### src/rtl/bus_pkg.sv
// Shared constants for the Apple-1 CPU bus fabric: default widths, the stock
// address map and the stall FSM encoding.
package bus_pkg;

  localparam int BUS_AW        = 16;
  localparam int BUS_DW        = 8;
  localparam int APPLE1_SLAVES = 8;

  localparam int REG_RAM   = 0;
  localparam int REG_VGA   = 1;
  localparam int REG_UART  = 2;
  localparam int REG_MODE  = 3;
  localparam int REG_BASIC = 4;
  localparam int REG_WOZ   = 5;

  // VGA sits below UART so that 0xD012 reaches the display, not the UART window.
  // Regions 6 and 7 mirror WozMon and are always shadowed by region 5.
  localparam logic [APPLE1_SLAVES*BUS_AW-1:0] APPLE1_BASE = {
    16'hFF00, 16'hFF00, 16'hFF00, 16'hE000,
    16'hC000, 16'hD010, 16'hD012, 16'h0000
  };
  localparam logic [APPLE1_SLAVES*BUS_AW-1:0] APPLE1_MASK = {
    16'hFF00, 16'hFF00, 16'hFF00, 16'hF000,
    16'hF000, 16'hFFFC, 16'hFFFE, 16'hE000
  };

  typedef enum logic {ST_IDLE, ST_WAIT} fab_state_t;

endpackage

### src/rtl/bus_addr_decode.sv
// Priority address decoder: lowest matching region index wins, so the select
// vector is always one-hot or zero.
module bus_addr_decode
  import bus_pkg::*;
#(
  parameter int NUM_SLAVES = APPLE1_SLAVES,
  parameter int AW = BUS_AW,
  parameter int IW = 3,
  parameter logic [NUM_SLAVES*AW-1:0] SLAVE_BASE = APPLE1_BASE,
  parameter logic [NUM_SLAVES*AW-1:0] SLAVE_MASK = APPLE1_MASK
) (
  input  logic [AW-1:0]         ab,
  output logic [NUM_SLAVES-1:0] cs,
  output logic                  hit,
  output logic [IW-1:0]         idx
);

  always_comb begin
    cs  = '0;
    hit = 1'b0;
    idx = '0;
    // Scan downwards so the last (lowest-index) match is the one that sticks.
    for (int i = NUM_SLAVES - 1; i >= 0; i--) begin
      if ((ab & SLAVE_MASK[i*AW +: AW]) == (SLAVE_BASE[i*AW +: AW] & SLAVE_MASK[i*AW +: AW])) begin
        hit = 1'b1;
        idx = IW'(i);
      end
    end
    if (hit) cs[idx] = 1'b1;
  end

endmodule

### src/rtl/bus_fabric.sv
// CPU-side bus fabric: region decode, per-region wait states on ready,
// single-commit slave strobes, read mux and an unmapped-access fault record.
module bus_fabric
  import bus_pkg::*;
#(
  parameter int NUM_SLAVES = APPLE1_SLAVES,
  parameter int AW = BUS_AW,
  parameter int DW = BUS_DW,
  parameter int WAIT_W = 3,
  parameter logic [NUM_SLAVES*AW-1:0]     SLAVE_BASE = APPLE1_BASE,
  parameter logic [NUM_SLAVES*AW-1:0]     SLAVE_MASK = APPLE1_MASK,
  parameter logic [NUM_SLAVES*WAIT_W-1:0] SLAVE_WAIT = '0,
  parameter logic [DW-1:0]                UNMAPPED_DATA = DW'(8'hFF)
) (
  input  logic                       clk25,
  input  logic                       rst,
  input  logic                       cpu_clken,
  input  logic [AW-1:0]              ab,
  input  logic                       we,
  output logic                       ready,
  output logic [DW-1:0]              dbi,
  output logic [NUM_SLAVES-1:0]      slave_cs,
  output logic [NUM_SLAVES-1:0]      slave_en,
  output logic [NUM_SLAVES-1:0]      slave_wen,
  input  logic [NUM_SLAVES*DW-1:0]   slave_dout,
  input  logic                       fault_clr,
  output logic                       fault_valid,
  output logic [AW-1:0]              fault_addr,
  output logic                       fault_we,
  output logic [7:0]                 fault_count
);

  localparam int IW = (NUM_SLAVES > 1) ? $clog2(NUM_SLAVES) : 1;

  function automatic logic [7:0] sat_inc8(input logic [7:0] v);
    return (v == 8'hFF) ? v : v + 8'd1;
  endfunction

  logic              hit;
  logic [IW-1:0]     idx;
  logic [WAIT_W-1:0] hit_wait;
  logic              same_sel;
  logic              commit;
  logic              fault_commit;

  fab_state_t        state;
  logic [WAIT_W-1:0] cnt;
  logic [IW-1:0]     sel_q;

  bus_addr_decode #(
    .NUM_SLAVES(NUM_SLAVES),
    .AW(AW),
    .IW(IW),
    .SLAVE_BASE(SLAVE_BASE),
    .SLAVE_MASK(SLAVE_MASK)
  ) u_decode (
    .ab(ab),
    .cs(slave_cs),
    .hit(hit),
    .idx(idx)
  );

  assign hit_wait = hit ? SLAVE_WAIT[int'(idx)*WAIT_W +: WAIT_W] : '0;
  assign same_sel = hit && (idx == sel_q);

  // A stalled access whose address moved away never reports ready, so it cannot commit.
  always_comb begin
    ready = !(hit_wait != '0);
    if (state == ST_WAIT) ready = same_sel && (cnt == '0);
  end

  always_comb begin
    dbi = UNMAPPED_DATA;
    if (hit) dbi = slave_dout[int'(idx)*DW +: DW];
  end

  assign commit       = ready & cpu_clken;
  assign slave_en     = commit ? slave_cs : '0;
  assign slave_wen    = we ? slave_en : '0;
  assign fault_commit = commit & ~hit;

  always_ff @(posedge clk25 or posedge rst) begin
    if (rst) begin
      state <= ST_IDLE;
      cnt   <= '0;
      sel_q <= '0;
    end else begin
      case (state)
        ST_IDLE: begin
          if (cpu_clken && (hit_wait != '0)) begin
            state <= ST_WAIT;
            cnt   <= hit_wait - 1'b1;
            sel_q <= idx;
          end
        end
        ST_WAIT: begin
          if (!same_sel) begin
            state <= ST_IDLE;
          end else if (cpu_clken) begin
            if (cnt == '0) state <= ST_IDLE;
            else           cnt   <= cnt - 1'b1;
          end
        end
        default: state <= ST_IDLE;
      endcase
    end
  end

  // A fault commit outranks a simultaneous clear: the record restarts at this access.
  always_ff @(posedge clk25 or posedge rst) begin
    if (rst) begin
      fault_valid <= 1'b0;
      fault_addr  <= '0;
      fault_we    <= 1'b0;
      fault_count <= '0;
    end else if (fault_commit) begin
      if (fault_clr || !fault_valid) begin
        fault_addr <= ab;
        fault_we   <= we;
      end
      fault_valid <= 1'b1;
      fault_count <= fault_clr ? 8'd1 : sat_inc8(fault_count);
    end else if (fault_clr) begin
      fault_valid <= 1'b0;
      fault_addr  <= '0;
      fault_we    <= 1'b0;
      fault_count <= '0;
    end
  end

endmodule
### config.mk
export PLATFORM = sky130hd
export DESIGN_NAME = bus_fabric
export DESIGN_NICKNAME = d
export VERILOG_FILES = /design/src/rtl/bus_pkg.sv /design/src/rtl/bus_addr_decode.sv /design/src/rtl/bus_fabric.sv
export SDC_FILE = /design/constraint.sdc
export NUM_CORES = 1
export LEC_CHECK = 0
export BUFFER_PORTS_ARGS = -buffer_cell sky130_fd_sc_hd__buf_2
export CAP_MARGIN = 40
export CORE_AREA = 2 2 75 77
export DETAILED_ROUTE_END_ITERATION = 16
export DIE_AREA = 0 0 77 79
export PLACE_DENSITY_LB_ADDON = 0.3
export RECOVER_POWER = 50
export SYNTH_ARGS = -nofsm -noshare
export SYNTH_HDL_FRONTEND = slang
export SYNTH_SLANG_ARGS = --single-unit
### constraint.sdc
create_clock -name clk25 -period 3.2 [get_ports clk25]
set_clock_uncertainty 0.05 [all_clocks]
set_input_delay 0.64 -clock clk25 [delete_from_list [all_inputs] [get_ports clk25]]
set_output_delay 0.64 -clock clk25 [all_outputs]
set_load 0.02 [all_outputs]
==> reports/results.tsv <==
stage	metric	value	unit
power_and_ir_drop	switchingPower	0.000322	W
power_and_ir_drop	netSwitchingFraction	32.4	%
timing	period_share	95.0	%
synthesis	ys_warn_count	0	
route	drt_wl_total	6440	µm
route	final_antenna_net_count	0	
clock_tree	clkSinkCount	30	
clock_tree	hold_buffers	0	
timing	finalSetupViolCount	0	
placement	dpl.hpwl	5080	µm
final_layout	final_area	0.00284	mm²
worst_setup_path	r2r_cells	5	
final_layout	multi_input_area	0.00124	mm²
worst_setup_path	timing.rr.start	cnt[0]	
power_and_ir_drop	power.density	349	mW/mm²
floorplanning	ios	144	
placement	dp_cells	423	
clock_tree	cts_tree	built	
placement	place_congestion	0.862	
synthesis	synth_area	0.00212	mm²
clock_tree	clk-insertion-delay-late	0.28	ns
placement	placed_area	0.00278	mm²
worst_setup_path	cp.arrival	2.35	ns
worst_setup_path	crit_type	in -> out	
floorplanning	start_util	39.8	%
timing	slew_viol_final	0	
worst_setup_path	r2r_slack	0.94	ns
worst_setup_path	worstPathMaxFanout	14	
worst_setup_path	worst_setup_path_start_kind	input port	
worst_setup_path	startpoint	ab[5]	
worst_setup_path	worstPathRequired	2.51	ns
synthesis	async_flop_share	100	%
clock_tree	cts_setup_buffers	0	
grt	grt_max_degree	18	
worst_setup_path	end_kind	output pin	
clock_tree	cts_made_buffers	5	
synthesis	ys_ff_latch	30	
floorplanning	core-area	0.00534	mm²
placement	portBuffers	121	
floorplanning	die_y	79	µm
clock_tree	cts_root_buf	clkbuf_8	
route	firstDrtPassIters	4	
route	post_drt_wl_per_cell	14.9	µm
route	route.detailed.drc	0	
route	vias	2286	
timing	fmax	0.329	GHz
power_and_ir_drop	p_leak	1.34	nW
floorplanning	row_count	27	
timing	max_slew.worst_pin.slew	0.867	ns
clock_tree	cts_resized	0	
grt	grt_util_all_layers	21.5	%
timing	hold_violations	0	
final_layout	syn2layout_area_growth	33.7	%
timing	holdWs	0.344	ns
final_layout	fill_cells	546	
clock_tree	cts_buffer_depth	2	
floorplanning	die_width	77	µm
timing	grt_setup_unrepaired	false	
power_and_ir_drop	p_comb_share	25.2	%
synthesis	synth_edf_count	0	
power_and_ir_drop	pwr-share-clk	32.0	%
clock_tree	cts_max_level	2	
final_layout	diodes	0	
synthesis	yosysSeqAreaShare	35.3	%
power_and_ir_drop	internal_power	0.000670	W
synthesis	syn_avg_cell_area	9.00	µm²
synthesis	synthCells	236	
power_and_ir_drop	peakVddDrop	0.000196	V
flow_run	max_cap_viol_count	0	
grt	antenna_found_initial	0	
timing	fin_crit	3.04	ns
timing	slew_headroom	42.2	%
timing	tns	0	ns
synthesis	synth_cell_type_count	53	
synthesis	ys.flop_type	dfrtp_1	
final_layout	final_cells	431	
final_layout	nets	445	
floorplanning	die-area	0.00608	mm²
grt	grt_pass1_wl	10500	µm
min_path	hold_class	in -> async	
route	drtIter0Drc	160	
outcome	outcome	finished, final reports clean	
grt	grt_pass1_vias	2100	
final_layout	register_area	751	µm²
route	via_per_inst	5.30	
worst_setup_path	r2r-end	fault_addr[1]	
final_layout	drive_gt1_share	34.5	%
grt	grt-ovfl-total	0	
power_and_ir_drop	p_seq_share	42.8	%
clock_tree	cts.clk_slew.worst_paths	0.07	ns
## cell type report
class / count / share of cell area, %
clock buffer: 6 / 2.91
clock inverter: 2 / 0.441
inverter: 8 / 1.06
multi-input combinational: 184 / 43.8
sequential: 30 / 26.4
tap: 72 / 3.17
timing repair buffer: 129 / 22.2
## flip-flops by register name (all words and copies together) (netlist names)
name         cells
fault_valid      1
cnt              3
fault_count      8
fault_addr      16
state            1
fault_we         1
## logic make-up after synthesis
family | share of synthesized area (%)
buffers and inverters | 7.07
xor gates and xnor gates | 0.825
and+or+nand+nor | 29.3
AOI/OAI and AO/OA | 25.1
DFF | 35.3
muxes | 1.00
adders and majority gates | 1.18
other | 0.177
## worst max-delay path by stage
stage	end	slack [ns]	cells after the start
floorplan	dbi[4]	0.27	7
global placement	dbi[1]	0.16	7
detailed placement	dbi[7]	0.17	8
CTS	dbi[7]	0.15	8
global route	dbi[0]	0.02	7
finish	dbi[3]	0.16	7
## layer usage
layer	part of all wire [%]	up-vias	wire length, µm	global-route usage, %
met5	0	-	0	0
met4	1.3	0	82	6.25
met3	5.4	9	345	4.20
met2	49	63	3160	35.2
met1	44	1079	2850	29.2
li1	-	1135	-	-
## cells in the mapped netlist, drive strengths merged, types with 3 or more instances
cell type / number / area [µm²]
dfrtp: 30 / 751
nand2: 24 / 90.1
nor2: 18 / 75.1
a22o: 17 / 149
buf: 15 / 105
and3: 10 / 63.8
nor3: 10 / 50.1
nor3b: 9 / 72.6
a211oi: 8 / 60.1
nand3: 8 / 40.0
a2111oi: 7 / 65.1
a21oi: 7 / 35.0
inv: 7 / 26.3
o22ai: 7 / 43.8
o21ai: 6 / 33.8
o31ai: 6 / 50.1
clkbuf: 4 / 15.0
nand4: 4 / 40.0
or4: 4 / 30.0
a31oi: 3 / 33.8
and2: 3 / 18.8
nor2b: 3 / 18.8
nor4: 3 / 48.8
or3: 3 / 23.8
## power groups by stage
| stage | Combinational [W] | Sequential [W] | Clock, W |
|---|---|---|---|
| CTS | 0.000260 | 0.000423 | 0.000327 |
| global placement | 0.000256 | 0.000429 | 0 |
| floorplan | 0.000125 | 0.000461 | 0 |
| finish | 0.000250 | 0.000424 | 0.000318 |
| detailed placement | 0.000259 | 0.000430 | 0 |
| global route | 0.000274 | 0.000428 | 0.000347 |
## critical path: stages
cell and delay [ns]:
buf_2 0.12, nor4_4 0.39, a41oi_2 0.18, nand2b_4 0.25, a2111oi_0 0.48, nor3_1 0.11, buf_2 0.18
## through the flow
stage                     utilization, %  total power (W)  setup slack (ns)
after floorplan                        -         0.000586             0.268
final                               53.2         0.000992             0.160
after global routing                53.2          0.00105            0.0242
after detailed placement            52.1         0.000690             0.165
after CTS                           53.8          0.00101             0.154
after global placement              52.1         0.000686             0.163
## cells in the final DEF (no fill, tap or decap), drive strengths merged, types with 7 or more instances in the layout
| master | instances |
|---|---|
| a2111oi | 7 |
| a211oi | 8 |
| a21oi | 7 |
| a22o | 17 |
| and3 | 10 |
| buf | 103 |
| clkbuf | 32 |
| dfrtp | 30 |
| inv | 7 |
| nand2 | 24 |
| nand3 | 8 |
| nor2 | 18 |
| nor3 | 10 |
| nor3b | 9 |
| o22ai | 7 |
Power figures use the tool's default switching activity.
